$ cat src/rtl/sr_cmd_pkg.sv
// Shared types and defaults for the set/reset command generator.
// Holds the FSM state encoding and the default parameter values.
package sr_cmd_pkg;

  typedef enum logic [1:0] {
    IDLE,
    SET_P,
    CLR_P,
    HOLD
  } state_e;

  localparam int DEB_CYCLES_DEF = 4;
  localparam int HOLDOFF_DEF    = 2;
  localparam int CNT_W_DEF      = 8;

endpackage

$ cat src/rtl/sr_debounce.sv
// Two-flop synchronizer, saturating debounce counter and rise detect.
// o_rise is a registered one-cycle pulse on a debounced 0->1 change.
module sr_debounce
  import sr_cmd_pkg::*;
#(
  parameter int DEB_CYCLES = DEB_CYCLES_DEF,
  parameter int CNT_W      = CNT_W_DEF
) (
  input  logic i_clk,
  input  logic i_rst_n,
  input  logic i_raw,
  output logic o_level,
  output logic o_rise
);

  localparam logic [CNT_W-1:0] LAST = CNT_W'(DEB_CYCLES - 1);

  logic [1:0]       r_sync;
  logic [CNT_W-1:0] r_cnt;
  logic             r_level;
  logic             r_rise;
  logic             w_diff;
  logic             w_done;

  assign w_diff = r_sync[1] ^ r_level;
  assign w_done = w_diff && (r_cnt == LAST);

  // sync, count stable differing cycles, flip level when count is met
  always_ff @(posedge i_clk or negedge i_rst_n) begin
    if (!i_rst_n) begin
      r_sync  <= '0;
      r_cnt   <= '0;
      r_level <= 1'b0;
      r_rise  <= 1'b0;
    end else begin
      r_sync <= {r_sync[0], i_raw};
      r_rise <= w_done && !r_level;
      if (w_done) begin
        r_level <= ~r_level;
        r_cnt   <= '0;
      end else if (!w_diff) begin
        r_cnt <= '0;
      end else if (r_cnt != '1) begin
        r_cnt <= r_cnt + CNT_W'(1);
      end
    end
  end

  assign o_level = r_level;
  assign o_rise  = r_rise;

endmodule

$ cat src/rtl/sr_cmd_gen.sv
// Debounced set/clear command generator for an SR flip-flop.
// Optional toggle request enabled by SR_CMD_GEN_TOGGLE_EN.
module sr_cmd_gen
  import sr_cmd_pkg::*;
#(
  parameter int DEB_CYCLES = DEB_CYCLES_DEF,
  parameter int HOLDOFF    = HOLDOFF_DEF,
  parameter int CNT_W      = CNT_W_DEF,
  parameter bit PRIO_SET   = 1'b0
) (
  input  logic clk,
  input  logic rst,
  input  logic set_req,
  input  logic clr_req,
`ifdef SR_CMD_GEN_TOGGLE_EN
  input  logic tgl_req,
`endif
  output logic s,
  output logic r,
  output logic busy,
  output logic conflict,
  output logic q_est
);

  localparam logic [CNT_W-1:0] HOLD_LAST =
    CNT_W'((HOLDOFF > 0) ? (HOLDOFF - 1) : 0);

  if ((DEB_CYCLES < 1) || (DEB_CYCLES > (2**CNT_W) - 1)) begin : g_bad_deb
    $error("sr_cmd_gen: DEB_CYCLES out of range");
  end

  state_e           r_state;
  state_e           w_next;
  logic [CNT_W-1:0] r_hcnt;
  logic             r_set_pend;
  logic             r_clr_pend;
  logic             r_conflict;
  logic             r_q;
  logic             w_set_rise;
  logic             w_clr_rise;
  logic             w_set_lvl;
  logic             w_clr_lvl;
  logic             w_svc;
  logic             w_conf;
  logic             w_unused;

  sr_debounce #(.DEB_CYCLES(DEB_CYCLES), .CNT_W(CNT_W)) u_deb_set (
    .i_clk   (clk),
    .i_rst_n (rst),
    .i_raw   (set_req),
    .o_level (w_set_lvl),
    .o_rise  (w_set_rise)
  );

  sr_debounce #(.DEB_CYCLES(DEB_CYCLES), .CNT_W(CNT_W)) u_deb_clr (
    .i_clk   (clk),
    .i_rst_n (rst),
    .i_raw   (clr_req),
    .o_level (w_clr_lvl),
    .o_rise  (w_clr_rise)
  );

`ifdef SR_CMD_GEN_TOGGLE_EN
  logic r_tgl_pend;
  logic w_tgl_rise;
  logic w_tgl_lvl;

  sr_debounce #(.DEB_CYCLES(DEB_CYCLES), .CNT_W(CNT_W)) u_deb_tgl (
    .i_clk   (clk),
    .i_rst_n (rst),
    .i_raw   (tgl_req),
    .o_level (w_tgl_lvl),
    .o_rise  (w_tgl_rise)
  );

  assign w_unused = w_set_lvl ^ w_clr_lvl ^ w_tgl_lvl;

  // toggle pending flag; a new event beats a same-edge service clear
  always_ff @(posedge clk or negedge rst) begin
    if (!rst) r_tgl_pend <= 1'b0;
    else      r_tgl_pend <= w_tgl_rise | (r_tgl_pend & ~w_svc);
  end
`else
  assign w_unused = w_set_lvl ^ w_clr_lvl;
`endif

  // next-state: priority pick in IDLE, fixed pulse/hold sequence after
  always_comb begin
    w_next = r_state;
    w_conf = 1'b0;
    unique case (r_state)
      IDLE: begin
        if (r_set_pend && r_clr_pend) begin
          w_conf = 1'b1;
          w_next = PRIO_SET ? SET_P : CLR_P;
        end else if (r_set_pend) begin
          w_next = SET_P;
        end else if (r_clr_pend) begin
          w_next = CLR_P;
        end
`ifdef SR_CMD_GEN_TOGGLE_EN
        else if (r_tgl_pend) begin
          w_next = r_q ? CLR_P : SET_P;
        end
        if (r_tgl_pend && (r_set_pend || r_clr_pend)) w_conf = 1'b1;
`endif
      end
      SET_P, CLR_P: w_next = (HOLDOFF > 0) ? HOLD : IDLE;
      HOLD: if (r_hcnt == HOLD_LAST) w_next = IDLE;
      default: w_next = IDLE;
    endcase
  end

  // leaving IDLE consumes every pending flag, winners and losers alike
  assign w_svc = (r_state == IDLE) && (w_next != IDLE);

  // state, hold counter, pending flags, conflict pulse and shadow q
  always_ff @(posedge clk or negedge rst) begin
    if (!rst) begin
      r_state    <= IDLE;
      r_hcnt     <= '0;
      r_set_pend <= 1'b0;
      r_clr_pend <= 1'b0;
      r_conflict <= 1'b0;
      r_q        <= 1'b0;
    end else begin
      r_state    <= w_next;
      r_set_pend <= w_set_rise | (r_set_pend & ~w_svc);
      r_clr_pend <= w_clr_rise | (r_clr_pend & ~w_svc);
      r_conflict <= w_conf;
      if (r_state == SET_P) r_q <= 1'b1;
      if (r_state == CLR_P) r_q <= 1'b0;
      if (r_state != HOLD) r_hcnt <= '0;
      else if (r_hcnt != '1) r_hcnt <= r_hcnt + CNT_W'(1);
    end
  end

  assign s        = (r_state == SET_P);
  assign r        = (r_state == CLR_P);
  assign busy     = (r_state != IDLE);
  assign conflict = r_conflict;
  assign q_est    = r_q;

endmodule

$ cat config.mk
export PLATFORM = sky130hd
export DESIGN_NAME = sr_cmd_gen
export DESIGN_NICKNAME = d
export VERILOG_FILES = /design/src/rtl/sr_cmd_pkg.sv /design/src/rtl/sr_debounce.sv /design/src/rtl/sr_cmd_gen.sv
export SDC_FILE = /design/constraint.sdc
export NUM_CORES = 1
export LEC_CHECK = 0
export BUFFER_PORTS_ARGS = -buffer_cell sky130_fd_sc_hd__buf_2
export CELL_PAD_IN_SITES_DETAIL_PLACEMENT = 0
export CELL_PAD_IN_SITES_GLOBAL_PLACEMENT = 1
export CORE_UTILIZATION = 35
export CTS_BUF_LIST = sky130_fd_sc_hd__clkbuf_4 sky130_fd_sc_hd__clkbuf_8
export DETAILED_ROUTE_END_ITERATION = 16
export GPL_TIMING_DRIVEN = 0
export PLACE_DENSITY_LB_ADDON = 0.1
export SLEW_MARGIN = 20
export SYNTH_ARGS = -nofsm -noshare
export SYNTH_HDL_FRONTEND = slang
export SYNTH_SLANG_ARGS = --single-unit
$ cat constraint.sdc
create_clock -name clk -period 2.5 [get_ports clk]
set_clock_uncertainty 0.2 [all_clocks]
set_input_delay 0.5 -clock clk [delete_from_list [all_inputs] [get_ports clk]]
set_output_delay 0.5 -clock clk [all_outputs]
set_load 0.02 [all_outputs]
After elaboration in Yosys (flattened, before gate mapping)
Cells that the tools add are included.

Input port bits: 4. Flip-flop bits (word level): 38.

Bitwise operators: 9. Equality and inequality tests: 12. Reduce and logical (&&, ||, !) cells: 14. Muxes and demuxes: 17. Add/sub/neg operators: 3.

Operators with widths (number): 8-bit two-way mux (8); 8-bit by 1-bit adder with 8-bit output, second input constant (3); 8-bit inequality test, second input constant (3); 8-bit by 2-bit equality test with 1-bit output, second input constant (2); 8-bit by 1-bit equality test with 1-bit output, second input constant (1); 2-bit two-way mux (4); 2-bit nonzero test (4); 1-bit logical AND (6); 3-bit inequality test, second input constant (2); 2-bit one-hot mux with 3 select lines (1); 2-bit equality test, second input constant (2); 1-bit two-way mux (4); 1-bit inverter (3); 1-bit AND (2); 2-bit by 1-bit equality test with 1-bit output, second input constant (1); 1-bit zero test (2); 2-bit zero test (1); 2-bit inequality test, second input constant (1); 1-bit OR (2); 2-bit OR reduction (1); 1-bit XOR (2).

Longest topological paths before layout
Depth in word-level cells: 9. Gate-level depth with buffers: 6. Depth with buffers taken out: 6.

Hierarchy
From an unflattened synthesis, not the netlist that was laid out.

Cells, all modules: 190. Area, all modules: 1928.1 um2.

By module, submodules not included: sr_debounce (seq. area each 300.3 um2, times used 2, cells an instance 54, area an instance 573.0 um2); sr_cmd_gen (seq. area each 350.3 um2, times used 1, cells an instance 82, area an instance 782.0 um2).

Worst setup path after synthesis
OpenSTA, ideal clock, no wires.

Path type: register -> register. Start: reg u_deb_set.r_cnt[0]. End: reg u_deb_set.r_cnt[0]. Period minus slack after synthesis: 1.777 ns. Setup time: 0.125 ns. Data required time: 2.175 ns. Cell stages (with the launch flop): 6. Data arrival time: 1.453 ns. Slack: 0.723 ns. Path buffers: 0. Path through: dfrtp_1 ha_1 nand3_2 nor4_4 nor2_1 mux2_2.

Word-level cells in the longest chain between the ends: 4. Elaborated cells on any way between the ends: 8. Classes of those cells: 1 x add/sub; 3 x eq/ne; 3 x mux; 1 x reduce/logical.

Ends and longest elaborated chain: start, declared (RTL line sr_debounce.sv:19) `logic [CNT_W-1:0] r_cnt;`; start signal, assigned (RTL line sr_debounce.sv:44) `r_cnt <= r_cnt + CNT_W'(1);`; 8-bit by 1-bit adder with 8-bit output (RTL line sr_debounce.sv:44); 8-bit two-way mux (RTL line sr_debounce.sv:43) `end else if (r_cnt != '1) begin`; 8-bit two-way mux (RTL line sr_debounce.sv:41) `end else if (!w_diff) begin`; 8-bit two-way mux (RTL line sr_debounce.sv:38) `if (w_done) begin`.

Parallel ways exist; a longest one is shown, timed or not. The select of a mux whose other input is x is not followed. A chain may end at the register's enable or synchronous reset.

Final worst setup path
Start: reg r_state[0]. End: out busy.

Word-level cells in the longest chain between the ends: 1.

Ends and longest elaborated chain: start, declared (RTL line sr_cmd_gen.sv:32) `state_e r_state;`; start signal, assigned (RTL line sr_cmd_gen.sv:127) `r_state <= w_next;`; 2-bit nonzero test (RTL line sr_cmd_gen.sv:140) `assign busy = (r_state != IDLE);`; end, declared (RTL line sr_cmd_gen.sv:20) `output logic busy,`.

Every way passes these cells.

==> results.py <==
metrics = {
    "place": {
        "inst_count_dp": 260,
        "numPortBuffers": 8,
        "finalWeightedCongestion": 0.750,
        "placed_cell_area_um2": 2010,
        "dp.final_hpwl_um": 2390,
    },
    "drt": {
        "detailedRoute.firstIterationViolations": 49,
        "drtPass1Iterations": 5,
        "routed_antenna_nets": 0,
        "remaining_drc_errors": 0,
        "detail_route.wirelength_um": 3460,
        "wire_per_inst_um": 12.9,
        "avgViaCountPerCell": 5.22,
        "dr_total_vias": 1399,
    },
    "timing": {
        "timing.fmax_ghz": 0.493,
        "timing.final.crit_period_ns": 2.03,
        "final_hold_viols": 0,
        "worst-slew-pin-transition_ns": 0.847,
        "timing.final.max_slew_violations": 0,
        "timing.final.setup_violations": 0,
        "rsz0062_at_grt": "false",
        "share_of_the_clock_period_used_by_the_worst_path_after_layout_pct": 81.1,
        "slew_headroom_pct": 43.5,
        "tns_ns": 0,
    },
    "worst_setup_path": {
        "worst_setup_path_start_kind": "flop",
        "timing.critical_path.mode_cell": "sky130_fd_sc_hd__inv_1",
        "cp_data_arrival_time_ns": 1.33,
        "cpPeakStageDelay_ns": 0.47,
        "required_ns": 1.80,
        "setup.worst_path.class": "flop to output pin",
        "cpMaxStageDelayCell": "sky130_fd_sc_hd__dfrtp_1",
        "crit_path_end_kind": "output pin",
        "critical_path.cell_chain": "inv_1 -> ha_1 -> inv_1 -> buf_2",
        "crit_fanout": 7,
    },
    "yosys": {
        "synth_top_area_cell": "sky130_fd_sc_hd__dfrtp_1",
        "netlist_area_um2": 1880,
        "synthCells": 182,
        "synthFlopType": "sky130_fd_sc_hd__dfrtp_1",
        "mappedNetlistNets": 195,
        "synth_top_cell_area_share_pct": 50.6,
        "synth.yosys.warnings": 0,
        "synth_sequential_area_ratio_pct": 50.6,
        "synthArstFlopShare_pct": 100,
        "synth-edff-count": 0,
        "post_synth_main_area_contributors": "sky130_fd_sc_hd__dfrtp_1 51%, sky130_fd_sc_hd__ha_1 6.0%, sky130_fd_sc_hd__nand3_1 3.2%",
        "syn-mean-instance-area_um2": 10.3,
        "synthDistinctLibCells": 42,
        "synth_seq_cells": 38,
    },
    "floorplan": {
        "die_w_um": 75.3,
        "floorplan.initialDensity_pct": 36.6,
        "total_core_area_um2": 5140,
        "die_area_um2": 5670,
        "floorplan.die.height_um": 75.3,
        "floorplan.rows": 26,
        "num_io_pins": 9,
    },
    "finish": {
        "finish.utilization_pct": 41.3,
        "nNetsFinal": 210,
        "num_antenna_cells": 0,
        "final_layout_size_suffix_gt1_share_pct": 13.1,
        "flow.area_growth_from_synthesis_pct": 12.8,
        "fin_cells": 268,
        "final_area_um2": 2120,
    },
    "clocking": {
        "clock_sink_count": 38,
        "htreeDepth": 2,
        "post_cts_buffers": 0,
        "cts_tree": "yes",
        "cts_hold_buf": 0,
        "cts_repair_resize_count": 0,
        "clock-root-buffer": "sky130_fd_sc_hd__clkbuf_8",
        "cts-buffers-inserted": 5,
        "clock_latency_ns": 0.28,
        "cts_max_path_buffers": 2,
        "clkTransAtPathRegs_ns": 0.08,
    },
    "pwr": {
        "power_density_nw_per_um2": 942,
        "net-switching-power_uw": 695,
        "p_comb_share_pct": 31.0,
        "power_frac_clock_pct": 26.5,
        "vdd_ir_drop_max_uv": 438,
        "leakagePower_nw": 0.935,
        "sequential_share_of_power_pct": 42.5,
        "internal_power_mw": 1.30,
        "sw_share_pct": 34.8,
    },
    "min_path": {
        "worst_hold_path_type": "input port to asynchronous set/reset pin",
    },
    "global_route": {
        "antenna_found_initial": 0,
        "wire_length_of_the_first_global_routing_pass_um": 5890,
        "grt_use_total_pct": 14.0,
        "grt_start_max_net_pins": 39,
        "grt.overflow.total": 0,
        "grt_pass1_vias": 1296,
    },
    "run_status": {
        "outcome": "complete, no violations",
    },
    "job": {
        "cap_violations": 0,
    },
}
## path summary, 6_finish.rpt
check | cells past startpoint | endpoint | slack (ns) | startpoint
max in group asynchronous | 1 | u_deb_clr.r_cnt[2] | 1.45 | rst
hold / removal | 1 | r_hcnt[0] | 0.10 | rst
setup reg to reg | 5 | u_deb_set.r_cnt[0] | 0.47 | u_deb_set.r_cnt[0]
hold reg to reg | 0 | u_deb_clr.r_sync[1] | 0.15 | u_deb_clr.r_sync[0]
min in group clk | 1 | u_deb_clr.r_sync[0] | 0.12 | clr_req
setup / recovery | 4 | busy | 0.47 | r_state[0]
## flip-flops by register name, indices dropped and copies added (netlist names)
signal / flops
r_hcnt: 8
u_deb_clr.r_cnt: 8
u_deb_set.r_cnt: 8
r_state: 2
u_deb_clr.r_sync: 2
u_deb_set.r_sync: 2
conflict: 1
q_est: 1
r_clr_pend: 1
r_set_pend: 1
u_deb_clr.o_level: 1
u_deb_clr.o_rise: 1
u_deb_set.o_level: 1
u_deb_set.o_rise: 1
## stage by stage
step | hold WS [ns] | setup WS (ns) | total power, mW
after floorplan | 0.00441 | 0.723 | 1.32
after global placement | 0.134 | 0.541 | 1.46
after detailed placement | 0.135 | 0.502 | 1.48
after CTS | 0.103 | 0.454 | 2.03
after global routing | 0.0973 | 0.244 | 2.15
final | 0.105 | 0.472 | 2.00
## final cells by class
type / count / area (µm²)
buffer: 2 / 8.76
clock buffer: 7 / 83.8
clock inverter: 1 / 30.0
fill: 536 / 3020
inverter: 9 / 33.8
multi-input combinational: 133 / 886
sequential: 38 / 951
tap: 70 / 87.6
timing repair buffer: 8 / 40.0
## logic make-up (layout without fill, tap and decap cells)
group | after synthesis | after routing | share of synthesized area, %
AOI/OAI and AO/OA | 45 | 45 | 15.7
xor gates and xnor gates | 6 | 6 | 2.80
adders and majority gates | 9 | 9 | 5.99
buffers and inverters | 11 | 27 | 2.26
DFF | 38 | 38 | 50.6
muxes | 5 | 5 | 2.86
and+or+nand+nor | 68 | 68 | 19.8
## power by group through the flow
| stage | combinational, mW | clock, mW | sequential (mW) |
|---|---|---|---|
| finish | 0.619 | 0.530 | 0.849 |
| global route | 0.706 | 0.578 | 0.872 |
| CTS | 0.626 | 0.557 | 0.850 |
| detailed placement | 0.621 | 0 | 0.862 |
| global placement | 0.608 | 0 | 0.853 |
| floorplan | 0.474 | 0 | 0.842 |
## worst max-delay path, delay by kind of cell, from the launching register on
| family | cells | cell delay [ns] |
|---|---|---|
| flip-flops | 1 | 0.47 |
| adder cells (fa/ha/maj) | 1 | 0.25 |
| buffers and inverters | 3 | 0.32 |
## cells in the mapped netlist, types with 2 or more instances
| cell | count |
|---|---|
| sky130_fd_sc_hd__nor3b_1 | 5 |
| sky130_fd_sc_hd__mux2_2 | 3 |
| sky130_fd_sc_hd__and3_1 | 4 |
| sky130_fd_sc_hd__a31oi_1 | 7 |
| sky130_fd_sc_hd__xor2_1 | 3 |
| sky130_fd_sc_hd__nor4_1 | 2 |
| sky130_fd_sc_hd__o211ai_1 | 2 |
| sky130_fd_sc_hd__a21oi_1 | 9 |
| sky130_fd_sc_hd__a211oi_1 | 4 |
| sky130_fd_sc_hd__nor3_1 | 6 |
| sky130_fd_sc_hd__nand2b_1 | 3 |
| sky130_fd_sc_hd__inv_1 | 9 |
| sky130_fd_sc_hd__nor2_1 | 13 |
| sky130_fd_sc_hd__a21o_1 | 3 |
| sky130_fd_sc_hd__dfrtp_1 | 38 |
| sky130_fd_sc_hd__xnor2_1 | 3 |
| sky130_fd_sc_hd__nand2_1 | 12 |
| sky130_fd_sc_hd__ha_1 | 9 |
| sky130_fd_sc_hd__nand3_1 | 12 |
| sky130_fd_sc_hd__o21ai_0 | 10 |
| sky130_fd_sc_hd__nand4_1 | 2 |
| sky130_fd_sc_hd__or3_1 | 2 |
| sky130_fd_sc_hd__mux2i_1 | 2 |
## metal layers
layer / part of all wire [%] / vias up / GRT usage, %
li1: - / 702 / -
met1: 49 / 674 / 18.5
met2: 47 / 17 / 21.5
met3: 3.0 / 6 / 4.02
met4: 1.6 / 0 / 6.17
met5: 0 / - / 0
## placed cells by master (no fill, tap or decap), types with 7 or more instances in the layout
master	count
sky130_fd_sc_hd__ha_1	9
sky130_fd_sc_hd__o21ai_0	10
sky130_fd_sc_hd__a31oi_1	7
sky130_fd_sc_hd__dfrtp_1	38
sky130_fd_sc_hd__inv_1	9
sky130_fd_sc_hd__nor2_1	13
sky130_fd_sc_hd__buf_2	9
sky130_fd_sc_hd__nand3_1	12
sky130_fd_sc_hd__a21oi_1	9
sky130_fd_sc_hd__nand2_1	12
Note: power is estimated with default switching activity, not from simulation.
